--- src/rtl/screen_scanout_if.sv ---
// Screen scan-out bus: pixel tick in, screen-memory read port, and the display-side video signals.
// The master side is the scan-out engine; the slave side is memory plus the display sink.
interface screen_scanout_if;
    logic        pix_en;
    logic [12:0] scr_addr;
    logic [15:0] scr_data;
    logic        pixel;
    logic        de;
    logic        hsync;
    logic        vsync;
    logic        frame_start;

    modport master (
        input  pix_en,
        input  scr_data,
        output scr_addr,
        output pixel,
        output de,
        output hsync,
        output vsync,
        output frame_start
    );

    modport slave (
        output pix_en,
        output scr_data,
        input  scr_addr,
        input  pixel,
        input  de,
        input  hsync,
        input  vsync,
        input  frame_start
    );
endinterface

--- src/rtl/screen_scanout.sv ---
// Raster scan-out of the Hack screen map: walks 512x256 pixels and fetches one word per 16 columns.
// Outputs are a 1-bit pixel with hsync/vsync/de, all aligned two pixel ticks behind the counters.
module screen_scanout #(
    parameter int   H_ACTIVE = 512,
    parameter int   H_FP     = 16,
    parameter int   H_SYNC   = 64,
    parameter int   H_BP     = 48,
    parameter int   V_ACTIVE = 256,
    parameter int   V_FP     = 10,
    parameter int   V_SYNC   = 2,
    parameter int   V_BP     = 32,
    parameter logic SYNC_POL = 1'b0
) (
    input  logic              clk,
    input  logic              reset,
    screen_scanout_if.master  bus
);
    localparam int H_TOTAL = H_ACTIVE + H_FP + H_SYNC + H_BP;
    localparam int V_TOTAL = V_ACTIVE + V_FP + V_SYNC + V_BP;
    localparam int HW      = $clog2(H_TOTAL);
    localparam int VW      = $clog2(V_TOTAL);

    localparam logic [HW-1:0] H_LAST = HW'(H_TOTAL - 1);
    localparam logic [HW-1:0] H_VIS  = HW'(H_ACTIVE);
    localparam logic [HW-1:0] HS_BEG = HW'(H_ACTIVE + H_FP);
    localparam logic [HW-1:0] HS_END = HW'(H_ACTIVE + H_FP + H_SYNC);
    localparam logic [VW-1:0] V_LAST = VW'(V_TOTAL - 1);
    localparam logic [VW-1:0] V_VIS  = VW'(V_ACTIVE);
    localparam logic [VW-1:0] VS_BEG = VW'(V_ACTIVE + V_FP);
    localparam logic [VW-1:0] VS_END = VW'(V_ACTIVE + V_FP + V_SYNC);

    logic [HW-1:0] h_cnt_q, h_cnt_d;
    logic [VW-1:0] v_cnt_q, v_cnt_d;
    logic [12:0]   scr_addr_q, scr_addr_d;
    logic [15:0]   shift_q, shift_d;
    logic          de1_q, de1_d;
    logic          hs1_q, hs1_d;
    logic          vs1_q, vs1_d;
    logic          fs1_q, fs1_d;
    logic          pixel_q, pixel_d;
    logic          de_q, de_d;
    logic          hsync_q, hsync_d;
    logic          vsync_q, vsync_d;
    logic          frame_start_q, frame_start_d;

    logic          visible_s;
    logic [12:0]   fetch_addr_s;

    assign visible_s    = (h_cnt_q < H_VIS) && (v_cnt_q < V_VIS);
    assign fetch_addr_s = {v_cnt_q[7:0], 5'b0_0000} + {8'b0000_0000, h_cnt_q[8:4]};

    // Next-state: counters, fetch, serialiser and the two-stage output pipeline, all gated by pix_en.
    always_comb begin
        h_cnt_d       = h_cnt_q;
        v_cnt_d       = v_cnt_q;
        scr_addr_d    = scr_addr_q;
        shift_d       = shift_q;
        de1_d         = de1_q;
        hs1_d         = hs1_q;
        vs1_d         = vs1_q;
        fs1_d         = fs1_q;
        pixel_d       = pixel_q;
        de_d          = de_q;
        hsync_d       = hsync_q;
        vsync_d       = vsync_q;
        frame_start_d = 1'b0;
        if (bus.pix_en) begin
            if (h_cnt_q == H_LAST) begin
                h_cnt_d = '0;
                if (v_cnt_q == V_LAST) begin
                    v_cnt_d = '0;
                end else begin
                    v_cnt_d = v_cnt_q + VW'(1);
                end
            end else begin
                h_cnt_d = h_cnt_q + HW'(1);
            end

            if (visible_s && (h_cnt_q[3:0] == 4'd0)) begin
                scr_addr_d = fetch_addr_s;
            end else begin
                scr_addr_d = scr_addr_q;
            end

            de1_d = visible_s;
            hs1_d = ((h_cnt_q >= HS_BEG) && (h_cnt_q < HS_END)) ? SYNC_POL : ~SYNC_POL;
            vs1_d = ((v_cnt_q >= VS_BEG) && (v_cnt_q < VS_END)) ? SYNC_POL : ~SYNC_POL;
            fs1_d = (h_cnt_q == '0) && (v_cnt_q == '0);

            // Column 16w leaves straight from scr_data on the load tick; the rest shift out LSB-first.
            if (visible_s && (h_cnt_q[3:0] == 4'd1)) begin
                shift_d = {1'b0, bus.scr_data[15:1]};
                pixel_d = de1_q & bus.scr_data[0];
            end else begin
                shift_d = {1'b0, shift_q[15:1]};
                pixel_d = de1_q & shift_q[0];
            end

            de_d          = de1_q;
            hsync_d       = hs1_q;
            vsync_d       = vs1_q;
            frame_start_d = fs1_q & de1_q;
        end else begin
            frame_start_d = 1'b0;
        end
    end

    // State and output registers with asynchronous reset to an idle, sync-inactive display.
    always_ff @(posedge clk or posedge reset) begin
        if (reset) begin
            h_cnt_q       <= '0;
            v_cnt_q       <= '0;
            scr_addr_q    <= 13'd0;
            shift_q       <= 16'd0;
            de1_q         <= 1'b0;
            hs1_q         <= ~SYNC_POL;
            vs1_q         <= ~SYNC_POL;
            fs1_q         <= 1'b0;
            pixel_q       <= 1'b0;
            de_q          <= 1'b0;
            hsync_q       <= ~SYNC_POL;
            vsync_q       <= ~SYNC_POL;
            frame_start_q <= 1'b0;
        end else begin
            h_cnt_q       <= h_cnt_d;
            v_cnt_q       <= v_cnt_d;
            scr_addr_q    <= scr_addr_d;
            shift_q       <= shift_d;
            de1_q         <= de1_d;
            hs1_q         <= hs1_d;
            vs1_q         <= vs1_d;
            fs1_q         <= fs1_d;
            pixel_q       <= pixel_d;
            de_q          <= de_d;
            hsync_q       <= hsync_d;
            vsync_q       <= vsync_d;
            frame_start_q <= frame_start_d;
        end
    end

    assign bus.scr_addr    = scr_addr_q;
    assign bus.pixel       = pixel_q;
    assign bus.de          = de_q;
    assign bus.hsync       = hsync_q;
    assign bus.vsync       = vsync_q;
    assign bus.frame_start = frame_start_q;
endmodule

--- src/flat_wrapper.sv ---
// flat-port wrapper written by rule: the top's interface ports become plain ports
module screen_scanout_flat 
#(
    parameter int   H_ACTIVE = 512,
    parameter int   H_FP     = 16,
    parameter int   H_SYNC   = 64,
    parameter int   H_BP     = 48,
    parameter int   V_ACTIVE = 256,
    parameter int   V_FP     = 10,
    parameter int   V_SYNC   = 2,
    parameter int   V_BP     = 32,
    parameter logic SYNC_POL = 1'b0
)
  (clk, reset, bus_pix_en, bus_scr_data, bus_scr_addr, bus_pixel, bus_de, bus_hsync, bus_vsync, bus_frame_start);
  screen_scanout_if bus_i ();
  input  logic clk;
  input  logic reset;
  input wire logic [$bits(bus_i.pix_en)-1:0] bus_pix_en;
  input wire logic [$bits(bus_i.scr_data)-1:0] bus_scr_data;
  output wire logic [$bits(bus_i.scr_addr)-1:0] bus_scr_addr;
  output wire logic [$bits(bus_i.pixel)-1:0] bus_pixel;
  output wire logic [$bits(bus_i.de)-1:0] bus_de;
  output wire logic [$bits(bus_i.hsync)-1:0] bus_hsync;
  output wire logic [$bits(bus_i.vsync)-1:0] bus_vsync;
  output wire logic [$bits(bus_i.frame_start)-1:0] bus_frame_start;
  assign bus_i.pix_en = bus_pix_en;
  assign bus_i.scr_data = bus_scr_data;
  assign bus_scr_addr = bus_i.scr_addr;
  assign bus_pixel = bus_i.pixel;
  assign bus_de = bus_i.de;
  assign bus_hsync = bus_i.hsync;
  assign bus_vsync = bus_i.vsync;
  assign bus_frame_start = bus_i.frame_start;
  screen_scanout #(.H_ACTIVE(H_ACTIVE), .H_FP(H_FP), .H_SYNC(H_SYNC), .H_BP(H_BP), .V_ACTIVE(V_ACTIVE), .V_FP(V_FP), .V_SYNC(V_SYNC), .V_BP(V_BP), .SYNC_POL(SYNC_POL)) u_core (.clk(clk), .reset(reset), .bus(bus_i));
endmodule
--- config.mk ---
export PLATFORM = sky130hd
export DESIGN_NAME = screen_scanout_flat
export DESIGN_NICKNAME = d
export VERILOG_FILES = /design/src/rtl/screen_scanout_if.sv /design/src/rtl/screen_scanout.sv /design/src/flat_wrapper.sv
export SDC_FILE = /design/constraint.sdc
export NUM_CORES = 1
export LEC_CHECK = 0
export ABC_CLOCK_PERIOD_IN_PS = 1500
export CAP_MARGIN = 20
export CELL_PAD_IN_SITES_DETAIL_PLACEMENT = 0
export CELL_PAD_IN_SITES_GLOBAL_PLACEMENT = 1
export CORE_AREA = 2 2 86 88
export CTS_CLUSTER_SIZE = 30
export DETAILED_ROUTE_END_ITERATION = 8
export DIE_AREA = 0 0 88 90
export PLACE_DENSITY_LB_ADDON = 0.08
export SLEW_MARGIN = 10
export SYNTH_ARGS = -nofsm -noshare
export SYNTH_HDL_FRONTEND = slang
export SYNTH_SLANG_ARGS = --single-unit
--- constraint.sdc ---
create_clock -name clk -period 1.5 [get_ports clk]
set_clock_uncertainty 0.05 [all_clocks]
set_input_delay 0.15 -clock clk [delete_from_list [all_inputs] [get_ports clk]]
set_output_delay 0.15 -clock clk [all_outputs]
set_load 0.03 [all_outputs]
# Word-level counts from Yosys, hierarchy flattened
# Index checks and enable logic that the tools add are counted.
# W data, S select, Z words.
[totals]
input_bits = 19
word_cells = 46
ff_bits = 57
output_inout_bits = 18
[op_classes]
magnitude_cmp = 6
bitwise_logic = 3
muxes = 7
eq_ne = 3
n_addsub = 3
reduce_logical = 11
[op_table]
columns = ["op", "count"]
rows = [
  ["$lt A10 B10 Y1 const B", 2],
  ["$lt A9 B9 Y1 const B", 2],
  ["$mux W15", 1],
  ["$add A13 B5 Y13", 1],
  ["$add A10 B1 Y10 const B", 1],
  ["$eq A10 B10 Y1 const B", 1],
  ["$ge A10 B10 Y1 const B", 1],
  ["$logic_not A10 Y1", 1],
  ["$mux W10", 1],
  ["$add A9 B1 Y9 const B", 1],
  ["$eq A9 B9 Y1 const B", 1],
  ["$ge A9 B9 Y1 const B", 1],
  ["$logic_not A9 Y1", 1],
  ["$mux W9", 1],
  ["$logic_and A1 B1 Y1", 6],
  ["$eq A4 B1 Y1 const B", 1],
  ["$logic_not A4 Y1", 1],
  ["$mux W1", 4],
  ["$reduce_and A2 Y1", 2],
  ["$and A1 B1 Y1", 3],
]

# Logic depth before layout (Yosys ltp)
[depth]
depth_word = 4
mapped_depth = 7
mapped_depth_nobuf = 5

# Least setup slack after synthesis
# No wires, ideal clock.
[synth_timing]
path_type = "reg2reg"
from = "register u_core.h_cnt_q[2]"
to = "register u_core.scr_addr_q[0] (netlist: u_core.bus.scr_addr[0])"
synth_period_minus_slack_ps = 1649
setup_time_ps = 125
path_buffers = 2
path_slack_ps = -149
stages_incl_launch_ff = 6
arrival_time_ps = 1474
required_ps = 1325
path_cell_list = "dfrtp_1 nor4_2 and3_1 buf_6 buf_12 mux2_4"
[synth_between]
elab_chain_len = 4
word_cells_on_any_way = 5
cone_classes = "1 x order compare; 4 x reduce/logical"
[synth_lines]
columns = ["element", "line", "source"]
rows = [
  ["start: declaration", "screen_scanout.sv:32", "logic [HW-1:0] h_cnt_q, h_cnt_d;"],
  ["start signal: assignment", "screen_scanout.sv:125", "h_cnt_q <= h_cnt_d;"],
  ["$lt A10 B10 Y1", "screen_scanout.sv:49", "assign visible_s = (h_cnt_q < H_VIS) && (v_cnt_q < V_VIS);"],
  ["$logic_and A1 B1 Y1", "screen_scanout.sv:49", ""],
  ["$logic_and A1 B1 Y1 *", "screen_scanout.sv:79", "if (visible_s && (h_cnt_q[3:0] == 4'd0)) begin"],
  ["$reduce_and A2 Y1 (no source line) *", "--", ""],
  ["end signal: assignment", "screen_scanout.sv:127", "scr_addr_q <= scr_addr_d;"],
  ["end: declaration", "screen_scanout.sv:34", "logic [12:0] scr_addr_q, scr_addr_d;"],
]
# Mark *: on every way between the ends. The rest lies on a longest branch, timed or not.
# A chain may end at the register's enable or synchronous reset.

# Final worst setup path
[layout_timing]
from = "register u_core.v_cnt_q[8]"
to = "register u_core.scr_addr_q[6] (netlist: u_core.bus.scr_addr[6])"
[layout_between]
elab_chain_len = 4
[layout_lines]
columns = ["element", "line", "source"]
rows = [
  ["start: declaration", "screen_scanout.sv:33", "logic [VW-1:0] v_cnt_q, v_cnt_d;"],
  ["start signal: assignment", "screen_scanout.sv:126", "v_cnt_q <= v_cnt_d;"],
  ["$lt A9 B9 Y1", "screen_scanout.sv:49", ""],
  ["$logic_and A1 B1 Y1", "screen_scanout.sv:49", ""],
  ["$logic_and A1 B1 Y1", "screen_scanout.sv:79", ""],
  ["$reduce_and A2 Y1 (no source line)", "--", ""],
]
# Every way passes these cells.

==> flow_metrics.py <==
metrics = {
    "outcome": {
        "status": "finished, violations left",
        "violations": "negative setup slack",
    },
    "cells_and_area": {
        "final_cell_mix": "dfrtp_1 (52), nor2_1 (26), buf_4 (26)",
        "utilization_pct": 51.5,
        "drive_gt1_share_pct": 28.4,
        "syn2layout_area_growth_pct": 36.6,
        "final_common_cell": "dfrtp_1",
        "multi_input_area_sq_mm": 0.00124,
        "fillCellCount": 628,
        "finalNetCount": 327,
        "regArea_sq_mm": 0.00141,
        "antenna_cells": 0,
    },
    "logic_synthesis": {
        "synth_top_family_by_area": "multiplexers",
        "synth_fa_ha_area_share_pct": 2.83,
        "synth_mux_area_share_pct": 14.5,
        "synth_compound_area_share_pct": 7.13,
        "synth_seq_area_share_pct": 53.1,
        "synth_edf_count": 0,
        "synth_cell_types": 36,
        "synthSimpleGateAreaFrac_pct": 13.7,
        "synthXorXnorAreaFrac_pct": 3.64,
        "ys_ff_latch": 56,
        "syn-num-nets": 257,
        "syn_inst": 232,
        "syn-cell-area_sq_mm": 0.00265,
        "syn_avg_cell_area_sq_um": 11.4,
        "yosys_warnings": 0,
        "async_reset_ff_share_pct": 100,
        "synth_ff_type": "dfrtp_1",
    },
    "die": {
        "pin_count": 37,
        "coreArea_sq_mm": 0.00702,
        "die_w_um": 88,
        "initial_core_util_pct": 37.7,
        "rows": 31,
        "die_h_um": 90,
        "die_area_sq_mm": 0.00792,
    },
    "sta": {
        "finalHoldViolations": 0,
        "tns_ps": -2660,
        "fin_crit_ps": 1630,
        "setup_violations": 31,
        "worstMarginPinSlew_ps": 397,
        "slew_viol_final": 0,
        "fmax_ghz": 0.615,
        "fin_worst_hold_slack_ps": 201,
        "fin_crit_sh_pct": 108,
        "rsz0062_at_grt": "yes",
        "slew_headroom_pct": 73.5,
        "fin_ws_ps": -126,
    },
    "global_routing": {
        "grt_max_degree": 57,
        "grtUsageTotal_pct": 14.6,
        "grt_overflow": 0,
        "grt_pass1_wl_mm": 9.17,
        "first_global_vias": 1914,
        "antenna_found_initial": 0,
    },
    "clock_tree": {
        "cts-root-buf": "clkbuf_8",
        "cts_tree": "done",
        "cts_sinks": 56,
        "clk_pin_slew_ps": 100,
        "numCtsBuffers": 5,
        "htree_levels": 2,
        "clockBufferDepth": 2,
        "clk_latency_ps": 310,
    },
    "placement": {
        "place.gp.congestion": 0.752,
        "dpl.hpwl_mm": 3.65,
        "dp_slack_ps": -292,
        "port_buffers": 36,
    },
    "worst_setup_path": {
        "required_ps": 1650,
        "crit_slowest_cell": "dfrtp_1",
        "crit_type": "flop to flop",
        "cp_max_fo": 7,
        "cp-endpoint": "u_core.bus.scr_addr[6]",
        "crit_path_start_kind": "flop",
        "crit_buf_inv": 1,
        "path_delay_family": "simple AND/OR/NAND/NOR gates",
        "arrival_ps": 1780,
        "reg2regPathDepth": 4,
        "cp-startpoint": "u_core.v_cnt_q[8]",
        "critPathMaxStageDelay_ps": 430,
        "crit-reg2reg-launch": "u_core.v_cnt_q[8]",
        "crit_cells": 4,
        "r2r_slack_ps": -130,
        "worst_r2r_endpoint": "u_core.bus.scr_addr[6]",
        "path_cells": "nor4_4, and3_4, buf_8, mux2_4",
        "end_kind": "flop",
    },
    "route": {
        "viasPerCell": 4.75,
        "wirelength_mm": 5.57,
        "firstDrtPassIters": 4,
        "first_iter_violations": 106,
        "ant_nets": 0,
        "wl_per_cell_um": 13.9,
        "vias": 1909,
        "drc_errors": 0,
    },
    "job": {
        "cap_violations": 0,
    },
    "power": {
        "ir_drop_mv": 0.489,
        "p_per_area_mw_per_mm2": 926,
        "p_total_mw": 3.35,
        "power.leakage_nw": 1.71,
    },
    "min_path": {
        "hold_class": "input pin to async pin",
    },
}
==> Yosys cell counts (3+ instances only) <==
| library cell | n | area, sq um |
|---|---|---|
| dfrtp_1 | 52 | 1300 |
| nor2_1 | 26 | 97.6 |
| a21oi_1 | 19 | 95.1 |
| mux2i_1 | 17 | 170 |
| inv_1 | 14 | 52.6 |
| nand3_1 | 10 | 50.1 |
| mux2_4 | 9 | 135 |
| nand4_1 | 8 | 50.1 |
| xnor2_1 | 8 | 70.1 |
| mux2_2 | 7 | 78.8 |
| o21ai_0 | 7 | 35.0 |
| ha_1 | 6 | 75.1 |
| and3_1 | 5 | 31.3 |
| nand2_1 | 5 | 18.8 |
| dfstp_2 | 4 | 105 |
| and4_1 | 3 | 26.3 |
| buf_6 | 3 | 33.8 |
| or3_1 | 3 | 18.8 |
| xor2_1 | 3 | 26.3 |
==> timing repair <==
action | CTS | global route
endpoints found under the hold margin | 0 | 0
setup endpoints to repair | 51 | 45
cloned | 0 | 1
setup buffers | 1 | 2
gates resized for setup | 26 | 32
hold buffers | 0 | 0
pin swaps | 2 | 26
==> worst reg2reg max path: stages (launching register included) <==
cell     delay (ps)
dfrtp_1         430
nor4_4          330
and3_4          260
buf_8           150
mux2_4          310
==> cells by family (layout without fill, tap and decap cells) <==
logic type | Yosys count | after routing
AO/OA/AOI/OAI | 34 | 34
XOR/XNOR | 11 | 11
adder cells (fa/ha/maj) | 6 | 6
buffers and inverters | 24 | 95
flip-flops | 56 | 56
multiplexers | 33 | 33
AND/OR/NAND/NOR | 68 | 68
==> final cells by class <==
type                       count  area share (%)
inverter                      14            1.56
tap                           99            3.42
multi-input combinational    152            34.4
sequential                    56            38.9
timing repair buffer          73            19.3
clock inverter                 2           0.450
clock buffer                   6            2.01
==> state kept, by name (all words and copies together) (netlist names) <==
register	cells
u_core.bus.hsync	1
u_core.vs1_q	1
u_core.bus.scr_addr	13
u_core.shift_q	15
u_core.fs1_q	1
u_core.h_cnt_q	10
u_core.bus.vsync	1
u_core.hs1_q	1
u_core.bus.de	1
u_core.v_cnt_q	9
u_core.bus.pixel	1
u_core.de1_q	1
u_core.bus.frame_start	1
==> report_power, final <==
group | total (mW) | internal (mW) | switching [mW]
Sequential | 1.79 | 1.66 | 0.135
Clock | 0.842 | 0.334 | 0.508
Combinational | 0.715 | 0.370 | 0.345
Total | 3.35 | 2.36 | 0.989
==> through the flow <==
| stage | instance area (sq um) | std cells |
|---|---|---|
| after CTS | 3460 | 400 |
| after detailed placement | 3350 | 391 |
| after floorplan | 2670 | 232 |
| after global placement | 3350 | 391 |
| after global routing | 3620 | 402 |
| final | 3620 | 402 |
==> worst min path at each step <==
stage / from / end / slack (ps) / cells after the start
after global placement: u_core.fs1_q / u_core.bus.frame_start / 420 / 2
after CTS: reset / u_core.shift_q[13] / 210 / 3
after detailed placement: u_core.vs1_q / u_core.vs1_q / 430 / 2
after floorplan: reset / u_core.bus.de / 180 / 1
after global routing: reset / u_core.shift_q[13] / 220 / 3
final: reset / u_core.shift_q[13] / 200 / 3
==> layer usage <==
metal	share of wire, %	vias up	track usage [%]
met5	0	-	0
li1	-	943	-
met4	1.2	0	4.10
met3	3.8	6	3.40
met2	45	34	21.3
met1	50	926	21.5
Note: power is estimated with default switching activity, not from simulation.
